==> src/rtl/sys_cmd_decoder.sv <==
// sys_cmd_decoder: command-frame controller between the RX byte synchronizer,
// the register file, the ALU and the TX path. Decodes write/read/ALU frames
// and returns read data or ALU results as bytes through a busy handshake.
// Optional build macro: CMD_TIMEOUT_EN (inter-byte timeout on partial frames).
module sys_cmd_decoder #(
  parameter int unsigned D_WIDTH     = 8,
  parameter int unsigned ADDR_W      = 4,
  parameter int unsigned FUN_W       = 4,
  parameter int unsigned TIMEOUT_CYC = 255
) (
  input  logic                   CLK,
  input  logic                   RST,
  input  logic [D_WIDTH-1:0]     RX_P_DATA,
  input  logic                   RX_D_VLD,
  output logic                   WrEn,
  output logic                   RdEn,
  output logic [ADDR_W-1:0]      Address,
  output logic [D_WIDTH-1:0]     WrData,
  input  logic [D_WIDTH-1:0]     RdData,
  input  logic                   RdData_Valid,
  output logic                   ALU_EN,
  output logic [FUN_W-1:0]       ALU_FUN,
  output logic                   CLK_GATE_EN,
  input  logic [2*D_WIDTH-1:0]   ALU_OUT,
  input  logic                   ALU_OUT_VLD,
  output logic [D_WIDTH-1:0]     TX_P_DATA,
  output logic                   TX_D_VLD,
  input  logic                   TX_BUSY,
  output logic                   CMD_ERR
);

  localparam logic [D_WIDTH-1:0] CMD_WR     = D_WIDTH'(8'hAA);
  localparam logic [D_WIDTH-1:0] CMD_RD     = D_WIDTH'(8'hBB);
  localparam logic [D_WIDTH-1:0] CMD_ALU_OP = D_WIDTH'(8'hCC);
  localparam logic [D_WIDTH-1:0] CMD_ALU    = D_WIDTH'(8'hDD);

  typedef enum logic [3:0] {
    S_IDLE, S_WR_ADDR, S_WR_DATA, S_RD_ADDR, S_RD_WAIT,
    S_OPA, S_OPB, S_ALU_FN, S_ALU_WAIT, S_TX_SEND, S_TX_WAIT
  } state_t;

  state_t                 state_q, state_d;
  logic                   wren_q, wren_d;
  logic                   rden_q, rden_d;
  logic [ADDR_W-1:0]      addr_q, addr_d;
  logic [D_WIDTH-1:0]     wrdata_q, wrdata_d;
  logic                   alu_en_q, alu_en_d;
  logic [FUN_W-1:0]       alu_fun_q, alu_fun_d;
  logic                   cg_q, cg_d;
  logic [D_WIDTH-1:0]     tx_data_q, tx_data_d;
  logic                   tx_vld_q, tx_vld_d;
  logic                   err_q, err_d;
  logic [2*D_WIDTH-1:0]   res_q, res_d;
  logic                   hi_sel_q, hi_sel_d;
  logic                   two_q, two_d;
  logic                   busy_seen_q, busy_seen_d;

`ifdef CMD_TIMEOUT_EN
  localparam int unsigned TMO_W = $clog2(TIMEOUT_CYC + 1);
  logic [TMO_W-1:0]       cnt_q, cnt_d;
`endif

  // State and output registers; synchronous reset clears everything.
  always_ff @(posedge CLK) begin
    if (RST) begin
      state_q     <= S_IDLE;
      wren_q      <= 1'b0;
      rden_q      <= 1'b0;
      addr_q      <= '0;
      wrdata_q    <= '0;
      alu_en_q    <= 1'b0;
      alu_fun_q   <= '0;
      cg_q        <= 1'b0;
      tx_data_q   <= '0;
      tx_vld_q    <= 1'b0;
      err_q       <= 1'b0;
      res_q       <= '0;
      hi_sel_q    <= 1'b0;
      two_q       <= 1'b0;
      busy_seen_q <= 1'b0;
`ifdef CMD_TIMEOUT_EN
      cnt_q       <= '0;
`endif
    end else begin
      state_q     <= state_d;
      wren_q      <= wren_d;
      rden_q      <= rden_d;
      addr_q      <= addr_d;
      wrdata_q    <= wrdata_d;
      alu_en_q    <= alu_en_d;
      alu_fun_q   <= alu_fun_d;
      cg_q        <= cg_d;
      tx_data_q   <= tx_data_d;
      tx_vld_q    <= tx_vld_d;
      err_q       <= err_d;
      res_q       <= res_d;
      hi_sel_q    <= hi_sel_d;
      two_q       <= two_d;
      busy_seen_q <= busy_seen_d;
`ifdef CMD_TIMEOUT_EN
      cnt_q       <= cnt_d;
`endif
    end
  end

  // Frame decode: next state plus next value of every registered output.
  always_comb begin
    state_d     = state_q;
    wren_d      = 1'b0;
    rden_d      = 1'b0;
    alu_en_d    = 1'b0;
    tx_vld_d    = 1'b0;
    err_d       = 1'b0;
    addr_d      = addr_q;
    wrdata_d    = wrdata_q;
    alu_fun_d   = alu_fun_q;
    cg_d        = cg_q;
    tx_data_d   = tx_data_q;
    res_d       = res_q;
    hi_sel_d    = hi_sel_q;
    two_d       = two_q;
    busy_seen_d = busy_seen_q;

    unique case (state_q)
      S_IDLE: begin
        if (RX_D_VLD) begin
          if (RX_P_DATA == CMD_WR) begin
            state_d = S_WR_ADDR;
          end else if (RX_P_DATA == CMD_RD) begin
            state_d = S_RD_ADDR;
          end else if (RX_P_DATA == CMD_ALU_OP) begin
            state_d = S_OPA;
            cg_d    = 1'b1;
          end else if (RX_P_DATA == CMD_ALU) begin
            state_d = S_ALU_FN;
            cg_d    = 1'b1;
          end else begin
            err_d   = 1'b1;
          end
        end
      end
      S_WR_ADDR: begin
        if (RX_D_VLD) begin
          addr_d  = RX_P_DATA[ADDR_W-1:0];
          state_d = S_WR_DATA;
        end
      end
      S_WR_DATA: begin
        if (RX_D_VLD) begin
          wrdata_d = RX_P_DATA;
          wren_d   = 1'b1;
          state_d  = S_IDLE;
        end
      end
      S_RD_ADDR: begin
        if (RX_D_VLD) begin
          addr_d  = RX_P_DATA[ADDR_W-1:0];
          rden_d  = 1'b1;
          state_d = S_RD_WAIT;
        end
      end
      S_RD_WAIT: begin
        err_d = RX_D_VLD;
        if (RdData_Valid) begin
          res_d    = {{D_WIDTH{1'b0}}, RdData};
          two_d    = 1'b0;
          hi_sel_d = 1'b0;
          state_d  = S_TX_SEND;
        end
      end
      S_OPA: begin
        if (RX_D_VLD) begin
          addr_d   = '0;
          wrdata_d = RX_P_DATA;
          wren_d   = 1'b1;
          state_d  = S_OPB;
        end
      end
      S_OPB: begin
        if (RX_D_VLD) begin
          addr_d   = ADDR_W'(1);
          wrdata_d = RX_P_DATA;
          wren_d   = 1'b1;
          state_d  = S_ALU_FN;
        end
      end
      S_ALU_FN: begin
        if (RX_D_VLD) begin
          alu_fun_d = RX_P_DATA[FUN_W-1:0];
          alu_en_d  = 1'b1;
          state_d   = S_ALU_WAIT;
        end
      end
      S_ALU_WAIT: begin
        err_d = RX_D_VLD;
        if (ALU_OUT_VLD) begin
          res_d    = ALU_OUT;
          two_d    = 1'b1;
          hi_sel_d = 1'b0;
          cg_d     = 1'b0;
          state_d  = S_TX_SEND;
        end
      end
      S_TX_SEND: begin
        err_d = RX_D_VLD;
        if (!TX_BUSY) begin
          tx_data_d   = hi_sel_q ? res_q[2*D_WIDTH-1:D_WIDTH] : res_q[D_WIDTH-1:0];
          tx_vld_d    = 1'b1;
          busy_seen_d = 1'b0;
          state_d     = S_TX_WAIT;
        end
      end
      S_TX_WAIT: begin
        err_d = RX_D_VLD;
        if (TX_BUSY) begin
          busy_seen_d = 1'b1;
        end else if (busy_seen_q) begin
          if (two_q && !hi_sel_q) begin
            hi_sel_d = 1'b1;
            state_d  = S_TX_SEND;
          end else begin
            state_d  = S_IDLE;
          end
        end
      end
      default: state_d = S_IDLE;
    endcase

`ifdef CMD_TIMEOUT_EN
    // Timeout overrides the case result: abandon the partial frame.
    cnt_d = '0;
    if (state_q inside {S_WR_ADDR, S_WR_DATA, S_RD_ADDR, S_OPA, S_OPB, S_ALU_FN}) begin
      if (RX_D_VLD) begin
        cnt_d = '0;
      end else if (cnt_q == TMO_W'(TIMEOUT_CYC - 1)) begin
        state_d = S_IDLE;
        err_d   = 1'b1;
        cg_d    = 1'b0;
        cnt_d   = '0;
      end else begin
        cnt_d = cnt_q + TMO_W'(1);
      end
    end
`endif
  end

  assign WrEn        = wren_q;
  assign RdEn        = rden_q;
  assign Address     = addr_q;
  assign WrData      = wrdata_q;
  assign ALU_EN      = alu_en_q;
  assign ALU_FUN     = alu_fun_q;
  assign CLK_GATE_EN = cg_q;
  assign TX_P_DATA   = tx_data_q;
  assign TX_D_VLD    = tx_vld_q;
  assign CMD_ERR     = err_q;

endmodule

==> config.mk <==
export PLATFORM = sky130hd
export DESIGN_NAME = sys_cmd_decoder
export DESIGN_NICKNAME = d
export VERILOG_FILES = /design/src/rtl/sys_cmd_decoder.sv
export SDC_FILE = /design/constraint.sdc
export NUM_CORES = 1
export LEC_CHECK = 0
export ABC_AREA = 1
export CAP_MARGIN = 20
export CORE_MARGIN = 2
export CORE_UTILIZATION = 30
export DETAILED_ROUTE_END_ITERATION = 8
export PLACE_DENSITY_LB_ADDON = 0.15
export SETUP_SLACK_MARGIN = 0.05
export SLEW_MARGIN = 40
export SYNTH_ARGS = -nofsm -noshare
export SYNTH_HDL_FRONTEND = slang
export SYNTH_SLANG_ARGS = --single-unit
==> constraint.sdc <==
create_clock -name CLK -period 2.9 [get_ports CLK]
set_input_delay 0.435 -clock CLK [delete_from_list [all_inputs] [get_ports CLK]]
set_output_delay 0.435 -clock CLK [all_outputs]
set_load 0.01 [all_outputs]
**Word level (Yosys, flattened, before mapping)**

Index checks and enable logic that the tools add are counted.

- Eq/ne operators: 33
- Muxes and demuxes: 50
- Bitwise logic cells: 5
- Reduce and logical (&&, ||, !) cells: 24

Operators by type and width:

| operator | number |
|---|---|
| two-way mux 4 bit | 19 |
| one-hot mux 4 bit (11 select lines) | 1 |
| equality test 8 bit (second input constant) | 4 |
| two-way mux 16 bit | 2 |
| != test 2 bit (second input constant) | 16 |
| one-hot mux 16 bit (2 select lines) | 1 |
| two-way mux 1 bit | 20 |
| equality test 4 x 3 -> 1 bit (second input constant) | 4 |
| AND reduction 13 bit | 1 |
| equality test 4 bit (second input constant) | 3 |
| one-hot mux 4 bit (3 select lines) | 1 |
| AND reduction 6 bit | 2 |
| OR reduction 2 bit | 5 |
| equality test 4 x 2 -> 1 bit (second input constant) | 2 |
| two-way mux 8 bit | 1 |
| one-hot mux 1 bit (2 select lines) | 4 |
| AND reduction 2 bit | 3 |
| AND reduction 3 bit | 2 |
| nonzero test 2 bit | 3 |
| nonzero test 3 bit | 2 |
| != test 5 bit (second input constant) | 1 |
| inverter 1 bit | 5 |
| equality test 4 x 1 -> 1 bit (second input constant) | 1 |
| logical NOT 4 bit | 1 |
| other kinds (8) | 8 |

- Register bits after elaboration: 53
- Input port bits: 38
- Output and inout bits: 30

**Longest topological paths before layout**

- Word-level depth: 7
- Mapped depth: 11
- Depth with buffers taken out: 11

**Least setup slack after synthesis**

OpenSTA, ideal clock, no wires.

- Path type: reg-to-reg
- Start: register state_q[1]
- End: register res_q[7]
- Data arrival time: 1338 ps
- Slack: 1449 ps
- Cell stages (with the launch flop): 11
- Path buffers: 2
- Clock period less this slack: 1451 ps
- Cell sequence: dfxtp_1 buf_6 nor2_4 inv_4 nor2_8 inv_6 nor2_8 o21ai_4 buf_6 o21ai_2 nor2_1

- Word-level cells in the longest chain between the ends: 3
- Elaborated cells on any way between the ends: 7

RTL lines:

| element | line | RTL |
|---|---|---|
| start: declaration | 42 | `state_t state_q, state_d;` |
| start signal: assignment | 85 | `state_q <= state_d;` |
| equality test 4 bit or equality test 4 x 3 -> 1 bit (tied branches) | 124 | `unique case (state_q)` |
| != test 2 bit (no source line) or nonzero test 2 bit (tied branches) | -- |  |
| AND reduction 3 bit (no source line) | -- |  |
| end signal: assignment | 96 | `res_q <= res_d;` |
| end: declaration | 53 | `logic [2*D_WIDTH-1:0] res_q, res_d;` |

Parallel ways exist; a longest one is shown, timed or not.
A chain may end at the register's enable or synchronous reset.

**Worst setup path in the final report**

- Start: register state_q[1]
- End: register wrdata_q[2], in the netlist WrData[2]

- Word-level cells in the longest chain between the ends: 3
- Elaborated cells on any way between the ends: 5

RTL lines:

| element | line | RTL |
|---|---|---|
| equality test 4 x 3 -> 1 bit or equality test 4 x 2 -> 1 bit (tied branches) | 124 |  |
| OR reduction 3 bit (no source line) (*) | -- |  |
| AND reduction 2 bit (no source line) (*) | -- |  |
| end signal: assignment | 89 | `wrdata_q <= wrdata_d;` |
| end: declaration | 46 | `logic [D_WIDTH-1:0] wrdata_q, wrdata_d;` |

Mark *: on every way between the ends. The rest lies on a longest branch, timed or not.

==> impl_metrics.py <==
metrics = {
    "outcome": {
        "outcome": "finished, final reports clean",
    },
    "critical_path": {
        "path_class": "flip-flop to flip-flop",
        "critPathArrivalTime_ns": 2.23,
        "worstSetupEndpointType": "flip-flop",
        "r2r_cells": 7,
        "cp_max_fo": 8,
        "rr_startpoint": "state_q[1]",
        "slowest_delay_ns": 0.53,
        "crit_top_cell": "nor2_1",
        "worstPathRequired_ns": 3.10,
        "crit_chain": "nand2_1 > a21oi_1 > nor2_1 > nor2_1 > inv_1 > nor2_1 > nor2_1",
        "critPathLaunch": "state_q[1]",
        "worst-path-buf-inv": 1,
        "slowest_stage": "dfxtp_1",
        "reg2reg_slack_ns": 0.88,
        "start_kind": "flip-flop",
        "crit_family": "simple AND/OR/NAND/NOR gates",
        "r2r-end": "WrData[2]",
    },
    "finish": {
        "regArea_um2": 1061,
        "final_util": 0.4231,
        "fillers": 819,
        "layout-drive-gt1-share": 0.07022,
        "multi_input_area_um2": 1185,
        "synthToLayoutAreaGrowth_pct": 35.73,
        "nets": 450,
        "num_antenna_cells": 0,
    },
    "clock_network": {
        "insertion_delay_ns": 0.30,
        "cts_max_level": 2,
        "path_clk_slew_ns": 0.10,
        "cts_tree": "yes",
        "cts_buffers": 5,
        "cts.path.max_buffers": 2,
        "ctsResizeCount": 0,
        "clkSinkCount": 53,
        "cts-root-buf": "clkbuf_8",
        "cts_hold_buf": 0,
        "cts_setup_buffers": 0,
    },
    "floorplan": {
        "dieArea_um2": 8848,
        "rows": 32,
        "start_util": 0.3117,
        "fp.dieH_um": 94.07,
        "core-area_um2": 7807,
        "dieWidth_um": 94.07,
        "ios": 68,
    },
    "logic_synthesis": {
        "synthAdderAreaFrac": 0,
        "synth_seq_cells": 53,
        "synthFlopType": "dfxtp_1",
        "synth_nets": 379,
        "yosysWarnings": 0,
        "synthXorXnorAreaFrac": 0,
        "yosys.area_share.simple": 0.3167,
        "synth_compound_area_frac": 0.1414,
        "syn-cell-area_um2": 2434,
        "yosysUniqueCellTypes": 31,
        "synth_top_family_by_area": "simple AND/OR/NAND/NOR gates",
        "ys_seq_area_frac": 0.4360,
        "synthCells": 341,
        "synth_edf_count": 0,
        "yosysTopAreaCellShare": 0.4360,
        "synth.most_common_cell": "nand2_1",
        "yosys-top-cells-area": "dfxtp_1 (44%), nand2_1 (12%), nor2_1 (10%), o21ai_0 (6.4%), inv_1 (4.6%)",
        "muxShareOfSynthArea": 0.02879,
        "synth_common_cells": "nand2_1 (80), nor2_1 (65), dfxtp_1 (53)",
        "synth_area_per_cell_um2": 7.137,
        "yosysTopAreaCell": "dfxtp_1",
        "async_flop_share": 0,
    },
    "global_route": {
        "grt_max_degree": 19,
        "grt_pass1_wl_um": 10120,
        "grtUsageTotal": 0.1476,
        "first_global_vias": 2114,
        "antenna_found_initial": 0,
        "grt_overflow": 0,
    },
    "sta": {
        "rsz0062_at_grt": "false",
        "setup_tns_ns": 0,
        "skew_ns": 0.006997,
        "hold_violations": 0,
        "min_period_ns": 2.022,
        "max_freq_mhz": 494.5,
        "maxSlewViolCount": 0,
        "setup_viol": 0,
        "worstMarginPinSlew_ns": 0.5651,
        "fin_hold_ws_ns": 0.4537,
        "period_share": 0.6973,
        "slew_headroom": 0.6210,
    },
    "pwr": {
        "internal_power_mw": 1.383,
        "peakVddDrop_v": 0.0002256,
        "sw_frac_of_total": 0.3907,
        "pwr-share-clk": 0.182,
        "combPwrFrac": 0.399,
        "p_leak_nw": 1.333,
        "p_switching_uw": 886.7,
        "p_per_area_nw_per_um2": 687.0,
        "seqPwrFrac": 0.419,
    },
    "job": {
        "drv_cap": 0,
    },
    "placement": {
        "place_hpwl_um": 5015,
        "io_buffers": 67,
        "gp_congestion": 0.8282,
    },
    "route": {
        "first_pass_iters": 4,
        "final_antenna_net_count": 0,
        "finalWirelength_um": 6488,
        "via_count": 2356,
        "wl_per_cell_um": 12.60,
        "drt_iter0_drc": 103,
        "vias_per_cell": 4.575,
        "drc": 0,
    },
    "min_path": {
        "min_from": "ALU_FUN[1]",
        "hold_end": "ALU_FUN[1]",
        "hold_class": "flip-flop to flip-flop",
        "worstHoldPathCells": 2,
    },
}
## cells by family after synthesis
group,count (synthesis)
AND/OR/NAND/NOR,178
AO/OA/AOI/OAI,61
flip-flops,53
buffers and inverters,42
multiplexers,7
## metal layers
layer	vias to the layer above	track usage	wire length, um
li1	1238	-	-
met1	1057	0.2066	3037
met2	54	0.2256	3061
met3	7	0.03050	304
met4	0	0.04952	85
met5	-	0	0
## cell type report
cell class	count	area share
multi-input combinational	246	0.3587
clock inverter	3	0.005303
sequential	53	0.3212
timing repair buffer	72	0.2144
tap	102	0.03864
inverter	34	0.04091
clock buffer	5	0.02083
## worst max path at each step
stage                       endpoint  depth (start not counted)  slack [ns]
final                      WrData[2]                          7        0.88
after global routing       WrData[2]                          7        0.66
after CTS                  WrData[7]                          7        0.90
after detailed placement  state_q[0]                         10        0.70
after global placement    state_q[2]                         10        0.71
after floorplan             res_q[7]                         10        1.45
## per-stage QoR
step                total power, mW  cell area (um^2)  instances  setup WS [ns]
floorplan                     1.590              2434        341          1.449
CTS                           2.300              3303        515         0.8963
global placement              1.873              3217        507         0.7109
global route                  2.454              3303        515         0.6572
finish                        2.269              3303        515         0.8777
detailed placement            1.879              3217        507         0.7037
## worst register-to-register path: stages, from the launching register on
cell and delay, ns:
dfxtp_1 0.53, nand2_1 0.16, a21oi_1 0.32, nor2_1 0.11
nor2_1 0.42, inv_1 0.20, nor2_1 0.13, nor2_1 0.06
## power by group through the flow
| stage | Sequential, mW | Clock (mW) | Combinational (mW) |
|---|---|---|---|
| CTS | 0.952 | 0.433 | 0.915 |
| global route | 0.967 | 0.465 | 1.02 |
| global placement | 0.967 | 0 | 0.906 |
| floorplan | 0.942 | 0 | 0.647 |
| finish | 0.950 | 0.413 | 0.906 |
| detailed placement | 0.968 | 0 | 0.911 |
## cells in the final DEF, fill, tap and decap left out, drive strengths merged
cell and count:
mux2i 7, nand4 2, or2 1, dfxtp 53
clkdlybuf4s50 67, a21oi 19, nand2 81, clkinv 3
clkinvlp 1, o21ai 37, a41oi 1, a31oi 1
inv 33, nor2 70, a211oi 2, buf 5
nor3 2, o21a 1, clkbuf 5, nand3 22
## registers in the layout, summed over array words and instances, names as in the netlist
| register | count |
|---|---|
| ALU_EN | 1 |
| ALU_FUN | 4 |
| Address | 4 |
| CLK_GATE_EN | 1 |
| CMD_ERR | 1 |
| RdEn | 1 |
| TX_D_VLD | 1 |
| TX_P_DATA | 8 |
| WrData | 8 |
| WrEn | 1 |
| busy_seen_q | 1 |
| hi_sel_q | 1 |
| res_q | 16 |
| state_q | 4 |
| two_q | 1 |
No activity file was read; power rests on OpenSTA's default activity.
